$ cat src/rtl/mips_pkg.sv
// rtl/mips_pkg.sv - shared widths, defaults, FSM state and pipeline register types for the MIPS memory stage
package mips_pkg;

  localparam int DATA_W         = 32;
  localparam int REG_W          = 5;
  localparam int MEM_DEPTH_DEF  = 64;
  localparam int ACCESS_LAT_DEF = 2;

  typedef enum logic {
    IDLE,
    ACCESS
  } state_e;

  typedef struct packed {
    logic              valid;
    logic [DATA_W-1:0] aluresult;
    logic              zero;
    logic [DATA_W-1:0] addresult;
    logic [DATA_W-1:0] wdata;
    logic [REG_W-1:0]  rd;
    logic              mem_read;
    logic              mem_write;
    logic              branch;
    logic              reg_write;
    logic              mem_to_reg;
  } ex_entry_t;

  typedef struct packed {
    logic              valid;
    logic              reg_write;
    logic              mem_to_reg;
    logic [DATA_W-1:0] readdata;
    logic [DATA_W-1:0] aluresult;
    logic [REG_W-1:0]  rd;
  } wb_entry_t;

endpackage

$ cat src/rtl/data_memory.sv
// rtl/data_memory.sv - word-addressed data memory, synchronous write and combinational read, no reset
module data_memory
  import mips_pkg::*;
#(
  parameter int MEM_DEPTH = MEM_DEPTH_DEF,
  parameter int AW        = $clog2(MEM_DEPTH)
) (
  input  logic              clk,
  input  logic              we,
  input  logic [AW-1:0]     addr,
  input  logic [DATA_W-1:0] wdata,
  output logic [DATA_W-1:0] rdata
);

  logic [DATA_W-1:0] mem_q [MEM_DEPTH];

  always_ff @(posedge clk) begin
    if (we) begin
      mem_q[addr] <= wdata;
    end
  end

  assign rdata = mem_q[addr];

endmodule

$ cat src/rtl/mem_stage.sv
// rtl/mem_stage.sv - MIPS memory stage: EX/MEM and MEM/WB registers with an ACCESS_LAT-cycle data memory access
// Optional MEM_MISALIGN_TRAP_EN traps memory ops whose aluresult[1:0] is nonzero.
module mem_stage
  import mips_pkg::*;
#(
  parameter int MEM_DEPTH  = MEM_DEPTH_DEF,
  parameter int ACCESS_LAT = ACCESS_LAT_DEF
) (
  input  logic              clk,
  input  logic              rst_n,
  input  logic [DATA_W-1:0] aluresult,
  input  logic              zero,
  input  logic [DATA_W-1:0] addresult,
  input  logic [DATA_W-1:0] alureaddata2,
  input  logic [REG_W-1:0]  rd_or_rt,
  input  logic              MemRead,
  input  logic              MemWrite,
  input  logic              Branch,
  input  logic              RegWrite,
  input  logic              MemtoReg,
  input  logic              in_valid,
  output logic              stall,
  output logic              pcsrc,
  output logic [DATA_W-1:0] branch_target,
  output logic              wb_valid,
  output logic              wb_RegWrite,
  output logic              wb_MemtoReg,
  output logic [DATA_W-1:0] wb_readdata,
  output logic [DATA_W-1:0] wb_aluresult,
  output logic [REG_W-1:0]  wb_rd
`ifdef MEM_MISALIGN_TRAP_EN
  ,
  output logic              misaligned
`endif
);

  localparam int         AW          = $clog2(MEM_DEPTH);
  localparam logic [1:0] CNT_LAST    = 2'(ACCESS_LAT - 1);
  localparam bit         MULTI_CYCLE = (ACCESS_LAT > 1);

  state_e            state_q, state_d;
  logic [1:0]        cnt_q, cnt_d;
  ex_entry_t         ex_q, ex_d;
  wb_entry_t         wb_q, wb_d;
  logic [DATA_W-1:0] mem_rdata;
  logic              in_memop, bad_addr, do_store, do_load;

  assign stall         = (state_q == ACCESS) && (cnt_q < CNT_LAST);
  assign pcsrc         = ex_q.valid && ex_q.branch && ex_q.zero;
  assign branch_target = ex_q.addresult;
  assign in_memop      = in_valid && (MemRead || MemWrite);

`ifdef MEM_MISALIGN_TRAP_EN
  logic ex_memop;
  logic misaligned_q, misaligned_d;
  assign ex_memop   = ex_q.valid && (ex_q.mem_read || ex_q.mem_write);
  assign bad_addr   = ex_memop && (ex_q.aluresult[1:0] != 2'b00);
  assign misaligned = misaligned_q;
  always_comb begin
    misaligned_d = misaligned_q;
    if (!stall) misaligned_d = bad_addr;
  end
`else
  assign bad_addr = 1'b0;
`endif

  // Both MemRead and MemWrite set is treated as a store only.
  assign do_store = !stall && ex_q.valid && ex_q.mem_write && !bad_addr;
  assign do_load  = ex_q.valid && ex_q.mem_read && !ex_q.mem_write && !bad_addr;

  always_comb begin
    state_d = state_q;
    cnt_d   = cnt_q;
    if (!stall && in_memop && MULTI_CYCLE) begin
      state_d = ACCESS;
      cnt_d   = 2'd0;
    end else if (stall) begin
      cnt_d = cnt_q + 2'd1;
    end else begin
      state_d = IDLE;
      cnt_d   = 2'd0;
    end
  end

  always_comb begin
    ex_d = ex_q;
    if (!stall) begin
      ex_d = '{valid: in_valid, aluresult: aluresult, zero: zero, addresult: addresult,
               wdata: alureaddata2, rd: rd_or_rt, mem_read: MemRead, mem_write: MemWrite,
               branch: Branch, reg_write: RegWrite, mem_to_reg: MemtoReg};
    end
  end

  always_comb begin
    wb_d = wb_q;
    if (!stall) begin
      wb_d.valid      = ex_q.valid;
      wb_d.reg_write  = ex_q.valid && ex_q.reg_write && !bad_addr;
      wb_d.mem_to_reg = ex_q.mem_to_reg;
      wb_d.readdata   = do_load ? mem_rdata : '0;
      wb_d.aluresult  = ex_q.aluresult;
      wb_d.rd         = ex_q.rd;
    end
  end

  always_ff @(posedge clk or negedge rst_n) begin
    if (!rst_n) begin
      state_q <= IDLE;
      cnt_q   <= '0;
      ex_q    <= '0;
      wb_q    <= '0;
    end else begin
      state_q <= state_d;
      cnt_q   <= cnt_d;
      ex_q    <= ex_d;
      wb_q    <= wb_d;
    end
  end

`ifdef MEM_MISALIGN_TRAP_EN
  always_ff @(posedge clk or negedge rst_n) begin
    if (!rst_n) misaligned_q <= 1'b0;
    else        misaligned_q <= misaligned_d;
  end
`endif

  assign wb_valid     = wb_q.valid;
  assign wb_RegWrite  = wb_q.reg_write;
  assign wb_MemtoReg  = wb_q.mem_to_reg;
  assign wb_readdata  = wb_q.readdata;
  assign wb_aluresult = wb_q.aluresult;
  assign wb_rd        = wb_q.rd;

  data_memory #(
    .MEM_DEPTH(MEM_DEPTH),
    .AW       (AW)
  ) u_data_memory (
    .clk  (clk),
    .we   (do_store),
    .addr (ex_q.aluresult[AW+1:2]),
    .wdata(ex_q.wdata),
    .rdata(mem_rdata)
  );

endmodule
$ cat config.mk
export PLATFORM = sky130hd
export DESIGN_NAME = mem_stage
export DESIGN_NICKNAME = d
export VERILOG_FILES = /design/src/rtl/mips_pkg.sv /design/src/rtl/data_memory.sv /design/src/rtl/mem_stage.sv
export SDC_FILE = /design/constraint.sdc
export NUM_CORES = 2
export LEC_CHECK = 0
export ABC_AREA = 1
export ABC_CLOCK_PERIOD_IN_PS = 6900
export CAP_MARGIN = 25
export CORE_MARGIN = 3
export CORE_UTILIZATION = 55
export CTS_CLUSTER_DIAMETER = 50
export CTS_CLUSTER_SIZE = 20
export DETAILED_ROUTE_END_ITERATION = 10
export PLACE_DENSITY = 0.71
export SYNTH_ARGS = -nofsm -noshare
export SYNTH_HDL_FRONTEND = slang
export SYNTH_HIERARCHICAL = 1
export SYNTH_SLANG_ARGS = --single-unit
$ cat constraint.sdc
create_clock -name clk -period 6.9 [get_ports clk]
set_clock_uncertainty 0.15 [all_clocks]
set_input_delay 1.38 -clock clk [delete_from_list [all_inputs] [get_ports clk]]
set_output_delay 1.38 -clock clk [all_outputs]
set_load 0.005 [all_outputs]
==> metrics.txt <==
# TYPE chip_impl_metric gauge
chip_impl_info{name="outcome",value="complete, no violations"} 1
chip_impl_metric{name="clkSlewWorstSetupHoldPaths",unit="ns"} 0.07
chip_impl_metric{name="vias",unit=""} 64400
chip_impl_metric{name="detailedRoute.firstIterationViolations",unit=""} 8564
chip_impl_metric{name="detailedPlacementHpwl",unit="mm"} 153
chip_impl_info{name="synthFlopType",value="sky130_fd_sc_hd__edfxtp_1"} 1
chip_impl_metric{name="yosys_warnings",unit=""} 6
chip_impl_metric{name="floorplan.rows",unit=""} 150
chip_impl_metric{name="critPathArrivalTime",unit="ns"} 3.43
chip_impl_info{name="tritoncts",value="done"} 1
chip_impl_metric{name="insertion_delay",unit="ns"} 0.85
chip_impl_metric{name="ant_nets",unit=""} 0
chip_impl_metric{name="layout-drive-gt1-share",unit=""} 0.0607
chip_impl_metric{name="syn-mean-instance-area",unit="sq um"} 10.1
chip_impl_info{name="source_of_the_worst_hold_timing_path",value="cnt_q[0]"} 1
chip_impl_info{name="crit_chain",value="inv_1 -> ha_1 -> buf_4 -> nand2_4 -> buf_4 -> inv_6 -> clkdlybuf4s50_1"} 1
chip_impl_metric{name="slew_violations",unit=""} 0
chip_impl_info{name="worstSetupPathType",value="register to primary output"} 1
chip_impl_metric{name="netlist-cell-type-count",unit=""} 24
chip_impl_metric{name="place_congestion",unit=""} 0.990
chip_impl_metric{name="final_hold_viol_count",unit=""} 0
chip_impl_info{name="critPathSlowestCell",value="sky130_fd_sc_hd__clkdlybuf4s50_1"} 1
chip_impl_metric{name="place_worst_setup_slack",unit="ns"} 2.72
chip_impl_metric{name="post-synth-top-area-fraction",unit=""} 0.659
chip_impl_metric{name="ir_worst_vdd",unit="V"} 0.000543
chip_impl_info{name="crit-reg2reg-launch",value="ex_q[79]"} 1
chip_impl_metric{name="post-route-util",unit=""} 0.621
chip_impl_info{name="cts_root_buf",value="sky130_fd_sc_hd__clkbuf_16"} 1
chip_impl_metric{name="timing.fmax",unit="MHz"} 202
chip_impl_metric{name="port_buffers",unit=""} 215
chip_impl_metric{name="postSynth.asyncResetShare",unit=""} 0.0820
chip_impl_metric{name="cts_made_buffers",unit=""} 174
chip_impl_metric{name="grt_antenna_before_repair",unit=""} 14
chip_impl_info{name="worst_flop_to_flop_path_endpoint",value="u_data_memory/mem_q[53][0]"} 1
chip_impl_metric{name="htree_num_levels",unit=""} 4
chip_impl_metric{name="timing.max_cap.violations",unit=""} 0
chip_impl_metric{name="fin_crit",unit="ns"} 4.96
chip_impl_metric{name="reg2reg_slack",unit="ns"} 2.52
chip_impl_metric{name="die_y",unit="um"} 418
chip_impl_metric{name="via_count_of_the_first_global_routing_pass",unit=""} 59900
chip_impl_info{name="worstHoldEndpoint",value="cnt_q[0]"} 1
chip_impl_metric{name="numClockSinks",unit=""} 2231
chip_impl_metric{name="wl",unit="mm"} 266
chip_impl_info{name="worst_hold_path_type",value="register to register"} 1
chip_impl_metric{name="synth-edff-count",unit=""} 2048
chip_impl_metric{name="fin_crit_sh",unit=""} 0.719
chip_impl_metric{name="drtPass1Iterations",unit=""} 8
chip_impl_metric{name="start_util",unit=""} 0.556
chip_impl_metric{name="yosys_register_bits",unit=""} 2231
chip_impl_metric{name="final_nets",unit=""} 9428
chip_impl_metric{name="power_leakage",unit="nW"} 44.1
chip_impl_metric{name="grt_first_pass_wirelength",unit="mm"} 386
chip_impl_info{name="yosys-top-cells-count",value="6233 x sky130_fd_sc_hd__nand2_1, 2048 x sky130_fd_sc_hd__edfxtp_1, 275 x sky130_fd_sc_hd__buf_2"} 1
chip_impl_metric{name="place_inst",unit=""} 11300
chip_impl_metric{name="grt.overflow.total",unit=""} 0
chip_impl_metric{name="clk_path_buf_depth",unit=""} 3
chip_impl_metric{name="finalPower",unit="mW"} 45.9
chip_impl_info{name="biggest_area_consumer_among_synthesized_cells",value="sky130_fd_sc_hd__edfxtp_1"} 1
chip_impl_metric{name="p_per_area",unit="nW/um^2"} 440
chip_impl_info{name="synth.most_common_cell",value="sky130_fd_sc_hd__nand2_1"} 1
chip_impl_metric{name="pin_count",unit=""} 216
chip_impl_metric{name="floorplan.die_area",unit="sq um"} 175000
chip_impl_metric{name="worst_slew_pin_slew",unit="ns"} 1.21
chip_impl_metric{name="post-route-drc-count",unit=""} 0
chip_impl_metric{name="postLayoutSetupSlackWorst",unit="ns"} 1.94
chip_impl_metric{name="post_cts_resized",unit=""} 0
chip_impl_info{name="synth_top_cells_by_area",value="sky130_fd_sc_hd__edfxtp_1 66%, sky130_fd_sc_hd__nand2_1 25%, sky130_fd_sc_hd__dfrtp_1 4.9%, sky130_fd_sc_hd__buf_2 1.5%, sky130_fd_sc_hd__nor2_1 0.57%"} 1
chip_impl_metric{name="timing.slew.headroom",unit=""} 0.193
chip_impl_metric{name="grtUsageTotal",unit=""} 0.301
chip_impl_metric{name="setup_violations",unit=""} 0
chip_impl_metric{name="die_w",unit="um"} 418
chip_impl_info{name="grt_setup_unrepaired",value="no"} 1
chip_impl_metric{name="finalNonFillerCells",unit=""} 11700
chip_impl_metric{name="cts_setup_buffers",unit=""} 0
chip_impl_metric{name="pin_count_of_the_biggest_net_entering_global_routing",unit=""} 203
chip_impl_metric{name="post_synth_instance_area",unit="sq um"} 93300
chip_impl_metric{name="seq_area_frac_synth",unit=""} 0.708
chip_impl_metric{name="ff2ff_path_depth",unit=""} 5
chip_impl_metric{name="cts_hold_buf",unit=""} 0
chip_impl_metric{name="slowest_delay",unit="ns"} 0.63
chip_impl_info{name="critPathLaunchType",value="register"} 1
chip_impl_metric{name="timing.hold.worst_path_depth",unit=""} 1
chip_impl_metric{name="routedWlPerCell",unit="um"} 22.8
chip_impl_metric{name="detail_route.vias_per_cell",unit=""} 5.52
chip_impl_metric{name="core_area",unit="sq um"} 168000
chip_impl_info{name="end_kind",value="primary output"} 1
chip_impl_metric{name="synth_fp_nets",unit=""} 9392
chip_impl_metric{name="critical_path_required",unit="ns"} 5.37
chip_impl_metric{name="area.growth.synth_to_final",unit="%"} 11.7
chip_impl_info{name="worst_path_most_repeated_cell",value="sky130_fd_sc_hd__buf_4"} 1
chip_impl_metric{name="final.setup.tns",unit="ns"} 0
chip_impl_metric{name="critPathMaxFanout",unit=""} 86
chip_impl_metric{name="netlist_instances",unit=""} 9281
-- routing by layer --
layer | up-vias | track usage | part of all wire
met5 | - | 0 | 0.00011
met4 | 4 | 0.156 | 0.056
met3 | 520 | 0.0571 | 0.10
met2 | 3139 | 0.472 | 0.47
met1 | 30900 | 0.403 | 0.37
li1 | 29800 | - | -
-- sequential cells by signal, indices dropped and copies added (netlist names) --
register	cells
state_q	1
wb_readdata	32
wb_valid	1
branch_target	32
cnt_q	2
wb_rd	5
ex_q	76
wb_RegWrite	1
wb_MemtoReg	1
u_data_memory/mem_q	2048
wb_aluresult	32
-- how the worst max path moves through the flow --
stage / start / end / slack, ns
floorplan: cnt_q[0] / u_data_memory/mem_q[41][0] / 1.73
CTS: cnt_q[0] / stall / 1.92
global route: cnt_q[0] / stall / 1.74
detailed placement: ex_q[79] / u_data_memory/mem_q[39][5] / 2.72
finish: cnt_q[0] / stall / 1.94
global placement: ex_q[79] / u_data_memory/mem_q[62][6] / 2.65
-- through the flow --
step                      area [sq um]  hold WS (ns)
after global routing            104000         0.310
after floorplan                  93300         0.253
final                           104000         0.279
after detailed placement         98000         0.272
after CTS                       104000         0.281
after global placement           97300         0.269
-- critical path: cells and delay by family, from the launching register on --
kind / cells / cell delay [ns]
buffers and inverters: 5 / 1.90
DFF: 1 / 0.38
adders and majority gates: 1 / 0.13
and+or+nand+nor: 1 / 0.08
-- cell usage in the layout, fill, tap and decap left out, types with 7 or more instances in the layout --
cell / n
sky130_fd_sc_hd__nand2_1: 6233
sky130_fd_sc_hd__clkinv_1: 13
sky130_fd_sc_hd__buf_4: 85
sky130_fd_sc_hd__inv_12: 9
sky130_fd_sc_hd__clkbuf_16: 177
sky130_fd_sc_hd__a21oi_1: 32
sky130_fd_sc_hd__inv_2: 11
sky130_fd_sc_hd__dfrtp_1: 148
sky130_fd_sc_hd__buf_12: 43
sky130_fd_sc_hd__nor2_4: 62
sky130_fd_sc_hd__nor2_1: 78
sky130_fd_sc_hd__dfrtp_2: 31
sky130_fd_sc_hd__edfxtp_1: 2048
sky130_fd_sc_hd__clkdlybuf4s50_1: 214
sky130_fd_sc_hd__clkinv_8: 13
sky130_fd_sc_hd__buf_16: 17
sky130_fd_sc_hd__clkinv_4: 12
sky130_fd_sc_hd__inv_6: 34
sky130_fd_sc_hd__clkinv_2: 8
sky130_fd_sc_hd__inv_8: 21
sky130_fd_sc_hd__diode_2: 7
sky130_fd_sc_hd__inv_1: 62
sky130_fd_sc_hd__o21ai_0: 24
sky130_fd_sc_hd__nand3_1: 14
sky130_fd_sc_hd__nor3_4: 7
sky130_fd_sc_hd__clkinvlp_4: 17
-- power by group --
group	internal, mW	switching [mW]	leakage, nW	total, mW
registers	17.3	0.976	20.7	18.3
clock network	5.18	5.20	2.83	10.4
logic	4.02	13.2	20.5	17.3
total	26.5	19.4	44.1	45.9
-- cell families (layout without fill, tap and decap cells) --
group / Yosys count / in the layout / synth area share
and+or+nand+nor: 6408 / 6408 / 0.259
DFF: 2231 / 2231 / 0.708
buffers and inverters: 578 / 755 / 0.0297
AOI/OAI and AO/OA: 63 / 63 / 0.00351
adders and majority gates: 1 / 1 / 0.000134
other: 0 / 7 / 0
-- final cells by class --
type,instances,area [sq um]
fill,13100,63700
clock buffer,184,4470
tap,2204,2760
sequential,2231,66100
multi-input combinational,6472,25000
clock inverter,133,1430
timing repair buffer,361,4140
antenna,7,17.5
inverter,77,317
(Power assumes the default switching activity.)
